<file path="src/rtl/ahb_apb_fsm_pkg.sv">
// Shared definitions for the AHB-to-APB bridge controller: state encoding,
// AHB transfer/response codes and default bus geometry.
package ahb_apb_fsm_pkg;

  localparam int WIDTH_DEF   = 32;
  localparam int SLAVES_DEF  = 4;
  localparam int SEL_LSB_DEF = 28;

  typedef enum logic [1:0] {
    ST_IDLE   = 2'd0,
    ST_WWAIT  = 2'd1,
    ST_SETUP  = 2'd2,
    ST_ACCESS = 2'd3
  } state_e;

  localparam logic [1:0] HTRANS_IDLE   = 2'b00;
  localparam logic [1:0] HTRANS_BUSY   = 2'b01;
  localparam logic [1:0] HTRANS_NONSEQ = 2'b10;
  localparam logic [1:0] HTRANS_SEQ    = 2'b11;

  localparam logic [1:0] HRESP_OKAY = 2'b00;

endpackage

</file>
<file path="src/rtl/ahb_apb_addr_decode.sv">
// Combinational slave decode: a field of the AHB address selects one of
// SLAVES APB peripherals, presented as a one-hot select vector.
module ahb_apb_addr_decode #(
  parameter int WIDTH   = 32,
  parameter int SLAVES  = 4,
  parameter int SEL_LSB = 28
) (
  input  logic [WIDTH-1:0]  addr,
  output logic [SLAVES-1:0] sel
);

  localparam int IW = $clog2(SLAVES);

  logic [IW-1:0] idx;
  logic          unused_addr;

  assign idx = addr[SEL_LSB +: IW];

  // Bits outside the select field play no part in the decode.
  assign unused_addr = ^addr;

  genvar gi;
  generate
    for (gi = 0; gi < SLAVES; gi++) begin : g_sel
      assign sel[gi] = (idx == IW'(gi));
    end
  endgenerate

endmodule

</file>
<file path="src/rtl/ahb_apb_fsm.sv">
// AHB-to-APB bridge controller: samples AHB address/data phases, sequences
// APB SETUP/ACCESS for zero-wait slaves and stretches the AHB data phase.
module ahb_apb_fsm
  import ahb_apb_fsm_pkg::*;
#(
  parameter int WIDTH   = WIDTH_DEF,
  parameter int SLAVES  = SLAVES_DEF,
  parameter int SEL_LSB = SEL_LSB_DEF
) (
  input  logic              Hclk,
  input  logic              Hresetn,
  input  logic              Hsel,
  input  logic [WIDTH-1:0]  Haddr,
  input  logic [1:0]        Htrans,
  input  logic              Hwrite,
  input  logic [WIDTH-1:0]  Hwdata,
  input  logic              Hreadyin,
  output logic              Hreadyout,
  output logic [1:0]        Hresp,
  output logic [WIDTH-1:0]  Hrdata,
  output logic [WIDTH-1:0]  Paddr_in,
  output logic              Pwrite_in,
  output logic              Penable_in,
  output logic [WIDTH-1:0]  Pwdata_in,
  output logic [SLAVES-1:0] Pselx_in,
  input  logic [WIDTH-1:0]  Prdata_in
);

  state_e            state_reg, state_next;
  logic [WIDTH-1:0]  addr_q_reg, addr_q_next;
  logic              write_q_reg, write_q_next;
  logic [WIDTH-1:0]  paddr_reg, paddr_next;
  logic [WIDTH-1:0]  pwdata_reg, pwdata_next;
  logic              pwrite_reg, pwrite_next;
  logic              penable_reg, penable_next;
  logic [SLAVES-1:0] psel_reg, psel_next;

  logic [SLAVES-1:0] sel_haddr;
  logic [SLAVES-1:0] sel_addr_q;
  logic              valid;

  ahb_apb_addr_decode #(.WIDTH(WIDTH), .SLAVES(SLAVES), .SEL_LSB(SEL_LSB)) u_dec_haddr (
    .addr (Haddr),
    .sel  (sel_haddr)
  );

  ahb_apb_addr_decode #(.WIDTH(WIDTH), .SLAVES(SLAVES), .SEL_LSB(SEL_LSB)) u_dec_addr_q (
    .addr (addr_q_reg),
    .sel  (sel_addr_q)
  );

  assign valid = Hsel & Hreadyin & ((Htrans == HTRANS_NONSEQ) | (Htrans == HTRANS_SEQ));

  always_ff @(posedge Hclk or negedge Hresetn) begin
    if (!Hresetn) begin
      state_reg   <= ST_IDLE;
      addr_q_reg  <= '0;
      write_q_reg <= 1'b0;
      paddr_reg   <= '0;
      pwdata_reg  <= '0;
      pwrite_reg  <= 1'b0;
      penable_reg <= 1'b0;
      psel_reg    <= '0;
    end else begin
      state_reg   <= state_next;
      addr_q_reg  <= addr_q_next;
      write_q_reg <= write_q_next;
      paddr_reg   <= paddr_next;
      pwdata_reg  <= pwdata_next;
      pwrite_reg  <= pwrite_next;
      penable_reg <= penable_next;
      psel_reg    <= psel_next;
    end
  end

  always_comb begin
    state_next   = state_reg;
    addr_q_next  = addr_q_reg;
    write_q_next = write_q_reg;
    paddr_next   = paddr_reg;
    pwdata_next  = pwdata_reg;
    pwrite_next  = pwrite_reg;
    penable_next = penable_reg;
    psel_next    = psel_reg;
    case (state_reg)
      ST_IDLE, ST_ACCESS: begin
        psel_next    = '0;
        penable_next = 1'b0;
        if (!valid) begin
          state_next = ST_IDLE;
        end else if (Hwrite) begin
          // Writes wait one cycle for Hwdata before the APB SETUP phase.
          state_next   = ST_WWAIT;
          addr_q_next  = Haddr;
          write_q_next = 1'b1;
        end else begin
          state_next   = ST_SETUP;
          write_q_next = 1'b0;
          paddr_next   = Haddr;
          pwrite_next  = 1'b0;
          psel_next    = sel_haddr;
        end
      end
      ST_WWAIT: begin
        state_next   = ST_SETUP;
        pwdata_next  = Hwdata;
        paddr_next   = addr_q_reg;
        pwrite_next  = write_q_reg;
        psel_next    = sel_addr_q;
        penable_next = 1'b0;
      end
      ST_SETUP: begin
        state_next   = ST_ACCESS;
        penable_next = 1'b1;
      end
      default: state_next = ST_IDLE;
    endcase
  end

  assign Hreadyout  = (state_reg == ST_IDLE) || (state_reg == ST_ACCESS);
  assign Hresp      = HRESP_OKAY;
  assign Hrdata     = Prdata_in;
  assign Paddr_in   = paddr_reg;
  assign Pwdata_in  = pwdata_reg;
  assign Pwrite_in  = pwrite_reg;
  assign Penable_in = penable_reg;
  assign Pselx_in   = psel_reg;

endmodule

</file>
<file path="config.mk">
export PLATFORM = sky130hd
export DESIGN_NAME = ahb_apb_fsm
export DESIGN_NICKNAME = d
export VERILOG_FILES = /design/src/rtl/ahb_apb_fsm_pkg.sv /design/src/rtl/ahb_apb_addr_decode.sv /design/src/rtl/ahb_apb_fsm.sv
export SDC_FILE = /design/constraint.sdc
export NUM_CORES = 1
export LEC_CHECK = 0
export ABC_AREA = 1
export CAP_MARGIN = 20
export CORE_MARGIN = 3
export CORE_UTILIZATION = 46
export DETAILED_ROUTE_END_ITERATION = 8
export HOLD_SLACK_MARGIN = 0.03
export PLACE_DENSITY = 0.86
export SLEW_MARGIN = 25
export SYNTH_ARGS = -nofsm -noshare
export SYNTH_HDL_FRONTEND = slang
export SYNTH_SLANG_ARGS = --single-unit
export TNS_END_PERCENT = 1
</file>
<file path="constraint.sdc">
create_clock -name Hclk -period 4.61 [get_ports Hclk]
set_clock_uncertainty 0.05 [all_clocks]
set_input_delay 1.383 -clock Hclk [delete_from_list [all_inputs] [get_ports Hclk]]
set_output_delay 1.383 -clock Hclk [all_outputs]
set_load 0.01 [all_outputs]
</file>
After elaboration in Yosys (flattened, before gate mapping)
Index checks and enable logic that the tools add are counted.
{"block": "word_totals", "regBits": 105, "wordCells": 48, "out_inout_bits": 105}
{"block": "classes", "bitwise_logic": 3, "n_mux": 14, "reduce_logical": 10, "eq_ne": 13}
{"op": "32-bit two-way mux", "count": 2}
{"op": "32-bit case mux with 2 select lines", "count": 1}
{"op": "2-bit == test (second input constant)", "count": 8}
{"op": "4-bit two-way mux", "count": 2}
{"op": "4-bit case mux with 2 select lines", "count": 1}
{"op": "2-bit by 1-bit == test with 1-bit output (second input constant)", "count": 3}
{"op": "2-bit logical NOT", "count": 3}
{"op": "2-bit case mux with 3 select lines", "count": 1}
{"op": "3-bit AND reduction", "count": 2}
{"op": "2-bit two-way mux", "count": 2}
{"op": "2-bit != test (second input constant)", "count": 2}
{"op": "1-bit case mux with 2 select lines", "count": 2}
{"op": "1-bit two-way mux", "count": 3}
{"op": "3-bit OR reduction", "count": 1}
{"op": "1-bit AND", "count": 2}
{"op": "2-bit AND reduction", "count": 1}
{"op": "2-bit nonzero test", "count": 1}
{"op": "2-bit OR reduction", "count": 1}
{"op": "1-bit logical OR", "count": 1}
{"op": "1-bit OR", "count": 1}

Logic depth before layout (Yosys ltp)
{"block": "depth", "depth_word": 5, "ltp_mapped": 9}

Modules after synthesis
Synthesis repeated with hierarchy kept, for this count alone.
{"block": "unflattened", "hier_cells": 518, "area_unflattened_um2": 4819.6}
{"module": "ahb_apb_fsm", "seq_area_each_um2": 2627.5, "n_inst": 1, "cells_per_inst": 504, "area_per_inst_um2": 4767.1}
{"module": "ahb_apb_addr_decode", "seq_area_each_um2": 0.0, "n_inst": 2, "cells_per_inst": 7, "area_per_inst_um2": 26.3}

Least setup slack after synthesis
OpenSTA, ideal clock, no wires.
{"block": "synth_path", "path_kind": "input -> output", "from": "in Prdata_in[0]", "to": "out Hrdata[0]", "arrival_time_ns": 1.502, "path_buffers": 1, "t_required_ns": 3.177, "cell_stages": 1, "path_slack_ns": 1.675, "cell_sequence": "buf_4"}
{"element": "start, declared", "line_no": "ahb_apb_fsm.sv:26", "text": "input logic [WIDTH-1:0] Prdata_in"}
{"element": "end, declared", "line_no": "ahb_apb_fsm.sv:20", "text": "output logic [WIDTH-1:0] Hrdata,"}
No word-level cell between the ends.

Worst setup path after layout
{"block": "layout_path", "from": "reg state_reg[0]", "to": "out Hreadyout"}
{"block": "layout_between", "elab_chain_len": 2, "elab_cells_between_ends": 3, "cone_classes": "eq/ne (1); reduce/logical (2)"}
{"element": "start, declared", "line_no": "ahb_apb_fsm.sv:29", "text": "state_e state_reg, state_next;"}
{"element": "start signal, assigned", "line_no": "ahb_apb_fsm.sv:65", "text": "state_reg <= state_next;"}
{"element": "2-bit == test / 2-bit logical NOT (equally long branches)", "line_no": "ahb_apb_fsm.sv:120", "text": "assign Hreadyout = (state_reg == ST_IDLE) || (state_reg == ST_ACCESS);"}
{"element": "1-bit logical OR *", "line_no": "ahb_apb_fsm.sv:120"}
{"element": "end, declared", "line_no": "ahb_apb_fsm.sv:18", "text": "output logic Hreadyout,"}
Mark *: on every way between the ends. The rest lies on a longest branch, timed or not.

==> run metrics <==
Post-synth EDFFs 0; CTS hold repair buffers 0; fin util 0.624; CTS Buf Count 9; chip height between 100 and 150 um; outcome finished clean; routed wire length 11,600 um; largest net degree at the start of global routing slightly above 100; post-CTS setup-driven buffer insertion count 0; Chip Width roughly 110 um; DR vias about 4,000; Synth Cell Area 4870 um2; Port-buffer cells between 100 and 150; Leak approximately 3.1 nW; Vias/cell 4.99; critical path's slowest cell clkdlybuf4s50_1; Initial Util 0.485; endpoints failing setup 0; Yosys Warn Count 0; Slew @ Worst Pin 0.927 ns; clk sinks around 110; Tot GR Track Use 0.199; pwr dens slightly below 700 nW/um2; Final Non-Filler Cells ~800; area grow syn2layout 28.7%; Die Area approximately 12,000 um2; CTS tree built; Buf/Inv on CP 2; DRC Markers 0; vias in the first global route about 4,000; CP delay by family, top buffers and inverters; CP Cell Sequence inv_1 -> ha_1 -> clkdlybuf4s50_1; Seq/Total Area, Yosys 0.540; total power between 4 and 5 mW; Tmin final approximately 3.2 ns; core area around 10,000 um2; row count 36; Syn Area/Cell ~8.6 um2; ys async rst share 1.00; grt ovf 0; first-pass GRT wire length around 19,000 um; share of cells above drive strength 1 0.0811; CTS clk-pin slew, worst paths approximately 0.090 ns; Most used DFF post-synth dfrtp_1; ANT nets after route 0; initial antenna violation count 0; Initial DRC Count between 300 and 400; CP arrival between 1.5 and 2 ns; hold path start Paddr_in[30]$_DFFE_PN0P_; crit path max fanout 3; n_diodes 0; Worst path max stage delay between 0.5 and 0.6 ns; type of origin of the critical path flip-flop; detailed placement HPWL between 7000 and 8000 um; IR drop worst, VDD roughly 340 uV; #FFs+latches synth between 100 and 150; Slew HR 0.382; Max Cap Viol 0; Final Max Slew Viols 0; CP required approximately 3.2 ns; Post-Syn Instances roughly 570; mean routed wirelength per cell about 15 um; unrepaired setup endpoints after global routing false; Final GP Congestion 0.849; Hold/Removal Path Class reg -> reg; Distinct cells, synth 23; critical path class reg -> out; crit path launch state_reg[0]$_DFF_PN0_; H-tree Lvls 3; clock buffer depth 2; Final Hold Viols 0; Crit. End Element primary output; reg-to-reg startpoint state_reg[0]$_DFF_PN0_; Max Freq between 0.3 and 0.4 GHz; final worst-path cycle share 0.695; PostCTS Resize Cnt 0; number of I/O pins 208; clk_lat worst skew 0.36 ns; setup TNS 0 ns; clk root buf clkbuf_8; Nets roughly 770; placed cell count around 780; 1st-pass router iterations 5
==> path summary, 6_finish.rpt <==
check,cells past startpoint,to,slack (ns)
min reg2reg,2,Paddr_in[30]$_DFFE_PN0P_,0.43
min in group asynchronous,1,Pwdata_in[4]$_DFFE_PN0P_,0.89
max,3,Hreadyout,1.40
max reg2reg,6,Paddr_in[22]$_DFFE_PN0P_,2.32
min,2,Paddr_in[30]$_DFFE_PN0P_,0.43
max in group asynchronous,2,Paddr_in[30]$_DFFE_PN0P_,2.80
==> per-layer routing <==
metal / part of all wire / vias up / wire length, um / global-route usage
met5: 0 / - / 0 / 0
met4: 0.014 / 0 / 165 / 0.0766
met3: 0.083 / 22 / 958 / 0.0426
met2: 0.49 / 170 / 5640 / 0.339
met1: 0.42 / 1879 / 4840 / 0.246
li1: - / 1917 / - / -
==> tightest hold or removal path: stages (launching register included) <==
cell and delay (ns):
dfrtp_1 0.35, nand2_1 0.05, nand2_1 0.04
==> cell usage after synthesis (3+ instances only) <==
| library cell | instances | share of area |
|---|---|---|
| buf_4 | 38 | 0.059 |
| ha_1 | 3 | 0.0077 |
| nor2_1 | 10 | 0.0077 |
| nand2_1 | 233 | 0.18 |
| inv_1 | 36 | 0.028 |
| a21oi_1 | 6 | 0.0062 |
| o21ai_1 | 7 | 0.0072 |
| o21ai_2 | 24 | 0.043 |
| dfrtp_1 | 105 | 0.54 |
| buf_2 | 18 | 0.019 |
| o21ai_0 | 34 | 0.035 |
| buf_6 | 6 | 0.014 |
| nand3_1 | 34 | 0.035 |
==> per-stage QoR <==
stage | hold WS, ns | area (um2) | setup slack (ns)
after global placement | 0.405 | 6030 | 1.13
after global routing | 0.454 | 6260 | 1.25
after detailed placement | 0.407 | 6030 | 1.07
after floorplan | 0.405 | 4870 | 1.67
after CTS | 0.430 | 6260 | 1.40
final | 0.426 | 6260 | 1.40
==> final cells by class <==
class / instances / area [um2]
Tap cell: 133 / 166
Fill cell: 831 / 3780
Multi-Input combinational cell: 363 / 1670
Clock buffer: 11 / 151
Clock inverter: 5 / 77.6
Sequential cell: 105 / 2630
Timing Repair Buffer: 144 / 1430
Inverter: 38 / 143
==> cell usage in the layout, fill, tap and decap left out, types with 3 or more instances in the layout <==
cell	n
nand2_1	233
dfrtp_1	105
a21oi_1	6
inv_1	36
clkbuf_8	11
nor2_1	10
nand3_1	34
o21ai_0	34
nand2_4	3
o21ai_2	24
o21ai_1	7
clkdlybuf4s50_1	139
buf_4	5
==> kinds of logic (layout without fill, tap and decap cells) <==
| group | Yosys count | count (layout) | share of synthesized area |
|---|---|---|---|
| adders and majority gates | 3 | 3 | 0.00771 |
| and+or+nand+nor | 286 | 286 | 0.237 |
| buffers and inverters | 102 | 198 | 0.122 |
| AOI/OAI and AO/OA | 72 | 72 | 0.0928 |
| DFF | 105 | 105 | 0.540 |
| other | 1 | 2 | 0.000770 |
==> power breakdown <==
| group | switching (mW) | leakage, nW | internal (mW) |
|---|---|---|---|
| Clock | 0.302 | 0.115 | 0.334 |
| Sequential | 0.248 | 1.31 | 1.37 |
| Combinational | 1.13 | 1.64 | 0.909 |
Note: power is estimated with default switching activity, not from simulation.
